--- config.mk ---
export PLATFORM = sky130hd
export DESIGN_NAME = bst_ctrl
export DESIGN_NICKNAME = d
export VERILOG_FILES = /design/src/rtl/bst_pkg.sv /design/src/rtl/bst_node_mem.sv /design/src/rtl/bst_ctrl.sv
export SDC_FILE = /design/constraint.sdc
export NUM_CORES = 1
export LEC_CHECK = 0
export ABC_AREA = 1
export BUFFER_PORTS_ARGS = -buffer_cell sky130_fd_sc_hd__buf_4
export CAP_MARGIN = 20
export CORE_ASPECT_RATIO = 0.5
export CORE_MARGIN = 2
export CORE_UTILIZATION = 60
export CTS_BUF_LIST = sky130_fd_sc_hd__clkbuf_8
export CTS_CLUSTER_SIZE = 30
export DETAILED_ROUTE_END_ITERATION = 10
export PLACE_DENSITY_LB_ADDON = 0.05
export SLEW_MARGIN = 20
export SYNTH_ARGS = -nofsm -noshare
export SYNTH_HDL_FRONTEND = slang
export SYNTH_SLANG_ARGS = --single-unit
--- constraint.sdc ---
create_clock -name clk -period 3 [get_ports clk]
set_input_delay 0.6 -clock clk [delete_from_list [all_inputs] [get_ports clk]]
set_output_delay 0.6 -clock clk [all_outputs]
set_load 0.01 [all_outputs]
--- src/rtl/bst_pkg.sv ---
// bst_pkg: shared constants and enums for the binary search tree controller
package bst_pkg;
    localparam int NODES = 7;
    localparam int KEY_W = 4;
    localparam logic [2:0] NULL_IDX = 3'd7;
    typedef enum logic [1:0] {OP_FIND = 2'b00, OP_INSERT = 2'b01, OP_CLEAR = 2'b10} op_t;
    typedef enum logic [1:0] {S_IDLE, S_WALK, S_LINK, S_RESP} state_t;
endpackage

--- src/rtl/bst_node_mem.sv ---
// bst_node_mem: unreset key/left/right arrays with one async read port, node write and pointer update
module bst_node_mem
    import bst_pkg::*;
(
    input  logic             clk,
    input  logic [2:0]       rd_idx,
    output logic [KEY_W-1:0] rd_key,
    output logic [2:0]       rd_left,
    output logic [2:0]       rd_right,
    input  logic             wr_en,
    input  logic [2:0]       wr_idx,
    input  logic [KEY_W-1:0] wr_key,
    input  logic             ptr_en,
    input  logic [2:0]       ptr_idx,
    input  logic             ptr_side,
    input  logic [2:0]       ptr_val
);
    logic [KEY_W-1:0] key_mem [NODES];
    logic [2:0]       left_mem [NODES];
    logic [2:0]       right_mem [NODES];

    assign rd_key   = key_mem[rd_idx];
    assign rd_left  = left_mem[rd_idx];
    assign rd_right = right_mem[rd_idx];

    always_ff @(posedge clk) begin
        if (wr_en) begin
            key_mem[wr_idx]   <= wr_key;
            left_mem[wr_idx]  <= NULL_IDX;
            right_mem[wr_idx] <= NULL_IDX;
        end
        if (ptr_en && ptr_side) right_mem[ptr_idx] <= ptr_val;
        if (ptr_en && !ptr_side) left_mem[ptr_idx] <= ptr_val;
    end
endmodule

--- src/rtl/bst_ctrl.sv ---
// bst_ctrl: FSM sequencing FIND/INSERT/CLEAR over the node memory, one node per clock
module bst_ctrl
    import bst_pkg::*;
(
    input  logic             clk,
    input  logic             rst,
    input  logic             cmd_valid,
    output logic             cmd_ready,
    input  logic [1:0]       cmd_op,
    input  logic [KEY_W-1:0] cmd_key,
    output logic             rsp_valid,
    input  logic             rsp_ready,
    output logic             rsp_found,
    output logic [2:0]       rsp_idx,
    output logic             rsp_err,
    output logic [2:0]       tree_counter,
    output logic             buf_empty,
    output logic             buf_full
);
    state_t           state, state_n;
    logic [2:0]       count, count_n, cur, vcnt;
    logic [KEY_W-1:0] key_q, rd_key;
    logic             ins_q, side_q;
    logic [2:0]       rd_left, rd_right, nxt;
    logic             lt, eq, null_c, ld, found_n, err_n, wr_en, ptr_en;
    logic [2:0]       idx_n;

    assign lt     = key_q < rd_key;
    assign eq     = key_q == rd_key;
    assign nxt    = lt ? rd_left : rd_right;
    assign null_c = nxt == NULL_IDX;

    // writes are gated by rst so a LINK coinciding with reset leaves the tree untouched
    assign wr_en  = rst && ((state == S_IDLE && cmd_valid && cmd_op == OP_INSERT && count == 3'd0) || state == S_LINK);
    assign ptr_en = rst && state == S_LINK;

    bst_node_mem u_mem (
        .clk(clk), .rd_idx(cur), .rd_key(rd_key), .rd_left(rd_left), .rd_right(rd_right),
        .wr_en(wr_en), .wr_idx(count), .wr_key(state == S_LINK ? key_q : cmd_key),
        .ptr_en(ptr_en), .ptr_idx(cur), .ptr_side(side_q), .ptr_val(count)
    );

    always_comb begin
        state_n = state;
        count_n = count;
        ld      = 1'b0;
        found_n = 1'b0;
        idx_n   = NULL_IDX;
        err_n   = 1'b0;
        case (state)
            S_IDLE: if (cmd_valid) begin
                state_n = S_RESP;
                ld      = 1'b1;
                if (cmd_op == OP_CLEAR) count_n = 3'd0;
                else if (cmd_op == OP_INSERT && count == 3'(NODES)) err_n = 1'b1;
                else if (cmd_op == OP_INSERT && count == 3'd0) begin
                    count_n = 3'd1;
                    idx_n   = 3'd0;
                end else if (count != 3'd0) begin
                    state_n = S_WALK;
                    ld      = 1'b0;
                end
            end
            S_WALK: begin
                state_n = S_RESP;
                ld      = 1'b1;
                if (eq) begin
                    found_n = 1'b1;
                    idx_n   = cur;
                end else if (!null_c) begin
                    err_n   = vcnt == 3'(NODES - 1);
                    ld      = err_n;
                    state_n = err_n ? S_RESP : S_WALK;
                end else if (ins_q) begin
                    state_n = S_LINK;
                    ld      = 1'b0;
                end
            end
            S_LINK: begin
                count_n = count + 3'd1;
                ld      = 1'b1;
                idx_n   = count;
                state_n = S_RESP;
            end
            default: state_n = rsp_ready ? S_IDLE : S_RESP;
        endcase
    end

    always_ff @(posedge clk) begin
        if (!rst) begin
            state     <= S_IDLE;
            count     <= 3'd0;
            rsp_found <= 1'b0;
            rsp_idx   <= NULL_IDX;
            rsp_err   <= 1'b0;
        end else begin
            state <= state_n;
            count <= count_n;
            if (ld) begin
                rsp_found <= found_n;
                rsp_idx   <= idx_n;
                rsp_err   <= err_n;
            end
            if (state == S_IDLE && cmd_valid) begin
                key_q <= cmd_key;
                ins_q <= cmd_op == OP_INSERT;
                cur   <= 3'd0;
                vcnt  <= 3'd0;
            end
            // on a null child cur stays on the parent for the LINK pointer update
            if (state == S_WALK && !eq) begin
                if (!null_c) cur <= nxt;
                vcnt   <= vcnt + 3'd1;
                side_q <= !lt;
            end
        end
    end

    assign cmd_ready    = rst && state == S_IDLE;
    assign rsp_valid    = state == S_RESP;
    assign tree_counter = count;
    assign buf_empty    = count == 3'd0;
    assign buf_full     = count == 3'(NODES);
endmodule

==> impl_metrics.py, run 1 <==
metrics = {
    "status": {
        "status": "completed",
    },
    "setup_path": {
        "cp_max_fo": 7,
        "worstPathRequired_ps": 3260,
        "critPathKind": "register to register",
        "start_kind": "register",
        "cp_data_arrival_time_ps": 2980,
        "crit_path_end_kind": "register",
        "rr_endpoint": "rsp_idx[1]",
        "reg2reg_depth": 20,
        "reg2reg_slack_ps": 280,
    },
    "sta": {
        "layout_min_cycle_time_ps": 2720,
        "finalCritPeriodShare_pct": 90.7,
        "finalWorstSetupSlack_ps": 278,
        "setup_tns_ps": 0,
        "slew_headroom_pct": 50.0,
        "fin_hold_ws_ps": 406,
        "fmax_ghz": 0.367,
        "tightest_slew_ps": 742,
        "finalHoldViolCount": 0,
        "finalMaxSlewViolations": 0,
        "setup_viol_count_final": 0,
        "skew_ps": 11.2,
    },
    "floorplanning": {
        "die-area_mm2": 0.00868,
        "initial_core_util_pct": 63.4,
        "num_io_pins": 22,
        "rows": 22,
        "die_w_um": 130,
        "die_height_um": 66.9,
        "core_mm2": 0.00749,
    },
    "logic_synthesis": {
        "yosys_warnings": 0,
        "ys_types": 37,
        "async_flop_share_pct": 0,
        "seq_area_frac_synth_pct": 57.4,
        "syn_inst": 531,
        "synth-edff-count": 82,
        "syn_area_per_cell_um2": 8.94,
        "synth_area_mm2": 0.00475,
        "syn_nets": 550,
        "synth_seq_cells": 95,
        "ys.flop_type": "edfxtp_1",
    },
    "pwr": {
        "p_comb_share_pct": 40.7,
        "pwr-share-seq_pct": 36.3,
        "p_sw_mw": 1.89,
        "ir_worst_vdd_uv": 470,
        "p_clk_share_pct": 23.0,
        "total_leakage_power_nw": 2.20,
        "total_power_mw": 4.76,
        "p_int_mw": 2.88,
        "swShare_pct": 39.7,
        "cellPowerDensity_mw_per_mm2": 887,
    },
    "clock_network": {
        "cts_tree": "yes",
        "cts_num_sinks": 95,
        "htree_num_levels": 3,
        "cts-root-buf": "clkbuf_8",
        "cts_made_buffers": 9,
        "clockBufferDepth": 2,
        "insertion_delay_ps": 370,
        "clkTransAtPathRegs_ps": 90,
    },
    "worst_hold_path": {
        "hold_path_class": "primary input to register",
        "hold_start": "cmd_key[1]",
        "min_path_cells": 1,
        "hold_end": "key_q[1]",
    },
    "placed_design": {
        "dpl_cell_area_mm2": 0.00507,
        "dpl.cell_count": 661,
        "post-place-ws_ps": 144,
        "io_buffers": 21,
        "gp_congestion": 0.910,
        "dp_hpwl_um": 8200,
    },
    "drt": {
        "drt-met1-wl_um": 5070,
        "wl_per_cell_um": 16.4,
        "top_layer": "met5",
        "met2_length_um": 4910,
        "drc": 0,
        "wl_met3_um": 938,
        "viasPerCell": 5.43,
        "wl_um": 11200,
        "dr_total_vias": 3687,
        "drt_iter0_drc": 274,
        "antenna_left": 0,
        "drtPass1Iterations": 5,
    },
    "flow_run": {
        "cap_violations": 0,
    },
    "final_layout": {
        "drive_gt1_share_pct": 14.2,
        "synthToLayoutAreaGrowth_pct": 13.2,
        "fin_util_pct": 71.7,
        "final_common_cell": "nand2_1",
        "layout_common_cells": "165 x nand2_1, 82 x edfxtp_1, 65 x inv_1",
        "antenna_cells": 0,
        "nets": 585,
        "postLayoutCellArea_mm2": 0.00537,
        "fin_cells": 679,
    },
    "global_routing": {
        "overflow": 0,
        "grt_max_degree": 27,
        "grt_pass1_vias": 3451,
        "antenna_found_initial": 1,
        "grt_pass1_wl_um": 17500,
        "track_usage_pct": 28.3,
    },
}
==> critical path: stages (launching register included) <==
cell and delay (ps):
dfxtp_1 360, buf_6 160, buf_4 150, nand2_1 60
a311oi_1 240, a21oi_1 70, ha_1 310, nand2_1 80
nand2_1 40, nand2_1 70, nand2_2 130, nor2_1 140
nand2_1 70, nand2_2 130, inv_1 70, nand3_1 100
nand2_2 80, nand3_4 90, nand3_2 90, nand2_1 90
nand3_1 70
==> per-layer routing <==
metal  vias up  GRT usage (%)
li1       1810              -
met4         2           9.27
met1      1720           38.4
met3        22           9.24
met5         -              0
met2       133           43.5
==> how the worst max path moves through the flow <==
stage / startpoint / end / depth (start not counted)
global route: register / rsp_idx[1] / 20
floorplan: register / cur[1] / 19
CTS: register / rsp_idx[1] / 19
global placement: register / register / 19
finish: register / rsp_idx[1] / 20
detailed placement: register / register / 17
==> final cells by class <==
| class | instances | area (um^2) |
|---|---|---|
| sequential | 95 | 2720 |
| fill | 617 | 2120 |
| multi-input combinational | 348 | 1660 |
| timing repair buffer | 41 | 312 |
| inverter | 71 | 279 |
| clock inverter | 7 | 141 |
| tap | 108 | 135 |
| clock buffer | 9 | 124 |
==> registers in the layout, summed over array words and instances, names as in the netlist, named ones only <==
name and count:
ins_q 1, rsp_found 1, u_mem.key_mem 28, u_mem.left_mem 21
rsp_err 1, key_q 4, u_mem.right_mem 21, cur 3
side_q 1, vcnt 3, state 2, tree_counter 3
rsp_idx 3
==> repair_timing <==
action	CTS	global route
buffers inserted	0	2
resized for setup	0	8
endpoints found under the setup margin	0	13
hold buffers	0	0
==> power groups by stage <==
stage	clock network [mW]	logic, mW	registers (mW)
floorplan	0	1.40	1.71
global placement	0	1.83	1.75
detailed placement	0	1.87	1.75
CTS	1.11	1.88	1.72
global route	1.16	2.18	1.74
finish	1.10	1.94	1.73
==> cells in the mapped netlist (4+ instances only) <==
library cell | number | share of area, %
nand4_1 | 5 | 0.66
nand2_1 | 166 | 13
buf_2 | 6 | 0.63
inv_1 | 64 | 5.1
clkbuf_1 | 6 | 0.47
clkinv_1 | 4 | 0.32
nor2_1 | 56 | 4.4
a21oi_1 | 16 | 1.7
nand2_2 | 6 | 0.79
edfxtp_1 | 82 | 52
nor2_2 | 4 | 0.53
dfxtp_1 | 13 | 5.5
o21ai_2 | 5 | 0.92
nand3_1 | 22 | 2.3
o21ai_0 | 26 | 2.7
nor3_1 | 8 | 0.84
ha_1 | 9 | 2.4
==> cells by family (layout without fill, tap and decap cells) <==
| logic type | after synthesis | after routing | share of synthesized area (%) |
|---|---|---|---|
| DFF | 95 | 95 | 57.4 |
| xor gates and xnor gates | 1 | 1 | 0.185 |
| and+or+nand+nor | 272 | 272 | 23.9 |
| adders and majority gates | 9 | 9 | 2.37 |
| buffers and inverters | 88 | 128 | 7.85 |
| AOI/OAI and AO/OA | 65 | 65 | 8.17 |
| muxes | 1 | 1 | 0.211 |
(Power assumes the default switching activity.)
==> inputs of run 2 (changes only) <==
--- a/config.mk
+++ b/config.mk
@@ -9,7 +9,7 @@
 export BUFFER_PORTS_ARGS = -buffer_cell sky130_fd_sc_hd__buf_4
 export CAP_MARGIN = 20
 export CORE_ASPECT_RATIO = 0.5
-export CORE_MARGIN = 2
+export CORE_MARGIN = 1.5
 export CORE_UTILIZATION = 60
 export CTS_BUF_LIST = sky130_fd_sc_hd__clkbuf_8
 export CTS_CLUSTER_SIZE = 30
==> run 2 against run 1 <==
Final cell count decreased by 0.29%. Cell area decreased by 1.5%. Maximum frequency decreased by 0.61%. Critical endpoint is now vcnt[2]. Highest routed layer is now met4. Routed wire length decreased by 2.6%. Critical path type unchanged. Global-route usage decreased by 0.41 points. First-iteration DRC count increased by 34%. Die area decreased by 2.3%.
==> impl_metrics.py, run 2 (synthesis results as in run 1) <==
metrics = {
    "final_layout": {
        "antenna_cells": 0,
        "largest_reg_flops": 28,
        "drive_gt1_share_pct": 13.7,
        "top_register": "u_mem.key_mem",
        "largestRegisters": "u_mem.key_mem x28, u_mem.left_mem x21, u_mem.right_mem x21",
        "regArea_mm2": 0.00272,
        "multi_input_area_mm2": 0.00165,
        "layout_common_cells": "165 x nand2_1, 82 x edfxtp_1, 64 x inv_1",
        "final_common_cell": "nand2_1",
        "nets": 583,
        "fin_cells": 677,
        "synthToLayoutAreaGrowth_pct": 11.5,
        "fillers": 590,
    },
    "setup_path": {
        "crit_slowest_cell": "dfxtp_1",
        "worst_path_most_repeated_cell": "inv_1",
        "cp_top_family": "buffers and inverters",
        "start_kind": "register",
        "timing.critical_path.buf_inv": 5,
        "critPathKind": "register to register",
        "rr_endpoint": "vcnt[2]",
        "cp_max_fo": 26,
        "crit_path_end_kind": "register",
        "crit_cells": 13,
        "critPathCapture": "vcnt[2]",
        "worstPathRequired_ps": 3060,
        "reg2reg_slack_ps": 260,
        "cp_slowest_stage_delay_ps": 340,
        "reg2reg_depth": 13,
        "cp_data_arrival_time_ps": 2800,
        "worstPathCellList": "buf_12, inv_6, nand2_1, a311oi_1, a21oi_1, ha_1, nand2_1, inv_1, nand3_1, inv_1, nor2_1, inv_1, a21oi_1",
    },
    "floorplanning": {
        "initial_core_util_pct": 63.4,
        "die_height_um": 65.9,
        "die-area_mm2": 0.00849,
        "rows": 22,
        "core_mm2": 0.00749,
        "die_w_um": 129,
        "num_io_pins": 22,
    },
    "global_routing": {
        "met3_usage_pct": 8.41,
        "antenna_found_initial": 0,
        "track_usage_pct": 27.9,
        "grt_max_degree": 27,
        "met2_usage_pct": 41.2,
        "grt_util_met1_pct": 39.9,
        "grt_pass1_vias": 3295,
        "overflow": 0,
        "grt-busiest-layer": "met2",
        "grt_pass1_wl_um": 16900,
    },
    "clock_network": {
        "cts_made_buffers": 9,
        "insertion_delay_ps": 380,
        "cts_tree": "yes",
        "cts-root-buf": "clkbuf_8",
        "cts_setup_buffers": 0,
        "clkTransAtPathRegs_ps": 100,
        "htree_num_levels": 3,
        "cts_num_sinks": 95,
        "ctsHoldBuffers": 0,
        "cts_resized": 0,
        "clockBufferDepth": 2,
    },
    "sta": {
        "setup_tns_ps": 0,
        "tightest_slew_ps": 823,
        "slew_headroom_pct": 44.5,
        "layout_min_cycle_time_ps": 2740,
        "fin_hold_ws_ps": 398,
        "grt_setup_unrepaired": "no",
        "setup_viol_count_final": 0,
        "finalHoldViolCount": 0,
        "finalCritPeriodShare_pct": 91.3,
        "fmax_ghz": 0.365,
        "skew_ps": 9.82,
        "finalMaxSlewViolations": 0,
    },
    "pwr": {
        "total_leakage_power_nw": 2.16,
        "ir_worst_vdd_uv": 552,
        "cellPowerDensity_mw_per_mm2": 849,
    },
    "drt": {
        "drc": 0,
        "viasPerCell": 5.47,
        "wl_um": 10900,
        "wl_per_cell_um": 16.0,
        "drt_iter0_drc": 367,
        "antenna_left": 0,
        "dr_total_vias": 3705,
        "drtPass1Iterations": 4,
    },
    "placed_design": {
        "dp_hpwl_um": 7890,
        "gp_congestion": 0.949,
        "io_buffers": 21,
        "dpl.cell_count": 661,
    },
    "worst_hold_path": {
        "hold_path_class": "primary input to register",
    },
    "status": {
        "status": "completed",
    },
    "flow_run": {
        "cap_violations": 0,
    },
}
run 2: changes by cell type in the layout (fill, tap and decap cells not counted), sizes merged:
cell,previous run,this run
buf,41,39
inv,69,70
clkinvlp,0,1
bufinv,4,1
clkinv,5,6
run 2: worst reg2reg max path, stage by stage (launching register included):
cell and delay [ps]:
dfxtp_1 340, buf_12 160, inv_6 170, nand2_1 90, a311oi_1 230, a21oi_1 70
ha_1 290, nand2_1 70, inv_1 50, nand3_1 200, inv_1 130, nor2_1 210
inv_1 140, a21oi_1 280
run 2: worst min-delay path by stage:
stage	depth (start not counted)	from	end	slack, ps
final	1	cmd_key[2]	key_q[2]	400
after global routing	1	cmd_key[2]	key_q[2]	380
after CTS	1	cmd_key[2]	key_q[2]	390
after detailed placement	2	rsp_found	rsp_found	490
after global placement	2	rsp_found	rsp_found	480
after floorplan	2	rsp_found	rsp_found	510
run 2: layout make-up:
type | count | share of cell area, %
tap | 108 | 2.55
timing repair buffer | 39 | 5.77
inverter | 71 | 5.13
sequential | 95 | 51.5
multi-input combinational | 348 | 31.3
clock inverter | 7 | 1.49
clock buffer | 9 | 2.34
run 2: layer usage:
layer | part of all wire, % | routed length (um)
met4 | 1.3 | 145
met1 | 46 | 5020
met2 | 43 | 4620
met3 | 9.9 | 1070
met5 | 0 | 0
run 2: per-stage QoR:
step	util [%]	power [mW]	setup WS, ps	area, um^2
after floorplan	-	3.11	361	4750
after global placement	67.9	3.58	268	5090
after detailed placement	67.9	3.61	202	5090
after CTS	70.6	4.46	179	5290
after global routing	70.7	4.79	9.45	5290
final	70.7	4.50	261	5290
run 2: where the power goes:
| group | internal (mW) | switching [mW] |
|---|---|---|
| clock network | 0.395 | 0.473 |
| logic | 0.619 | 1.28 |
| registers | 1.61 | 0.121 |
| total | 2.62 | 1.87 |
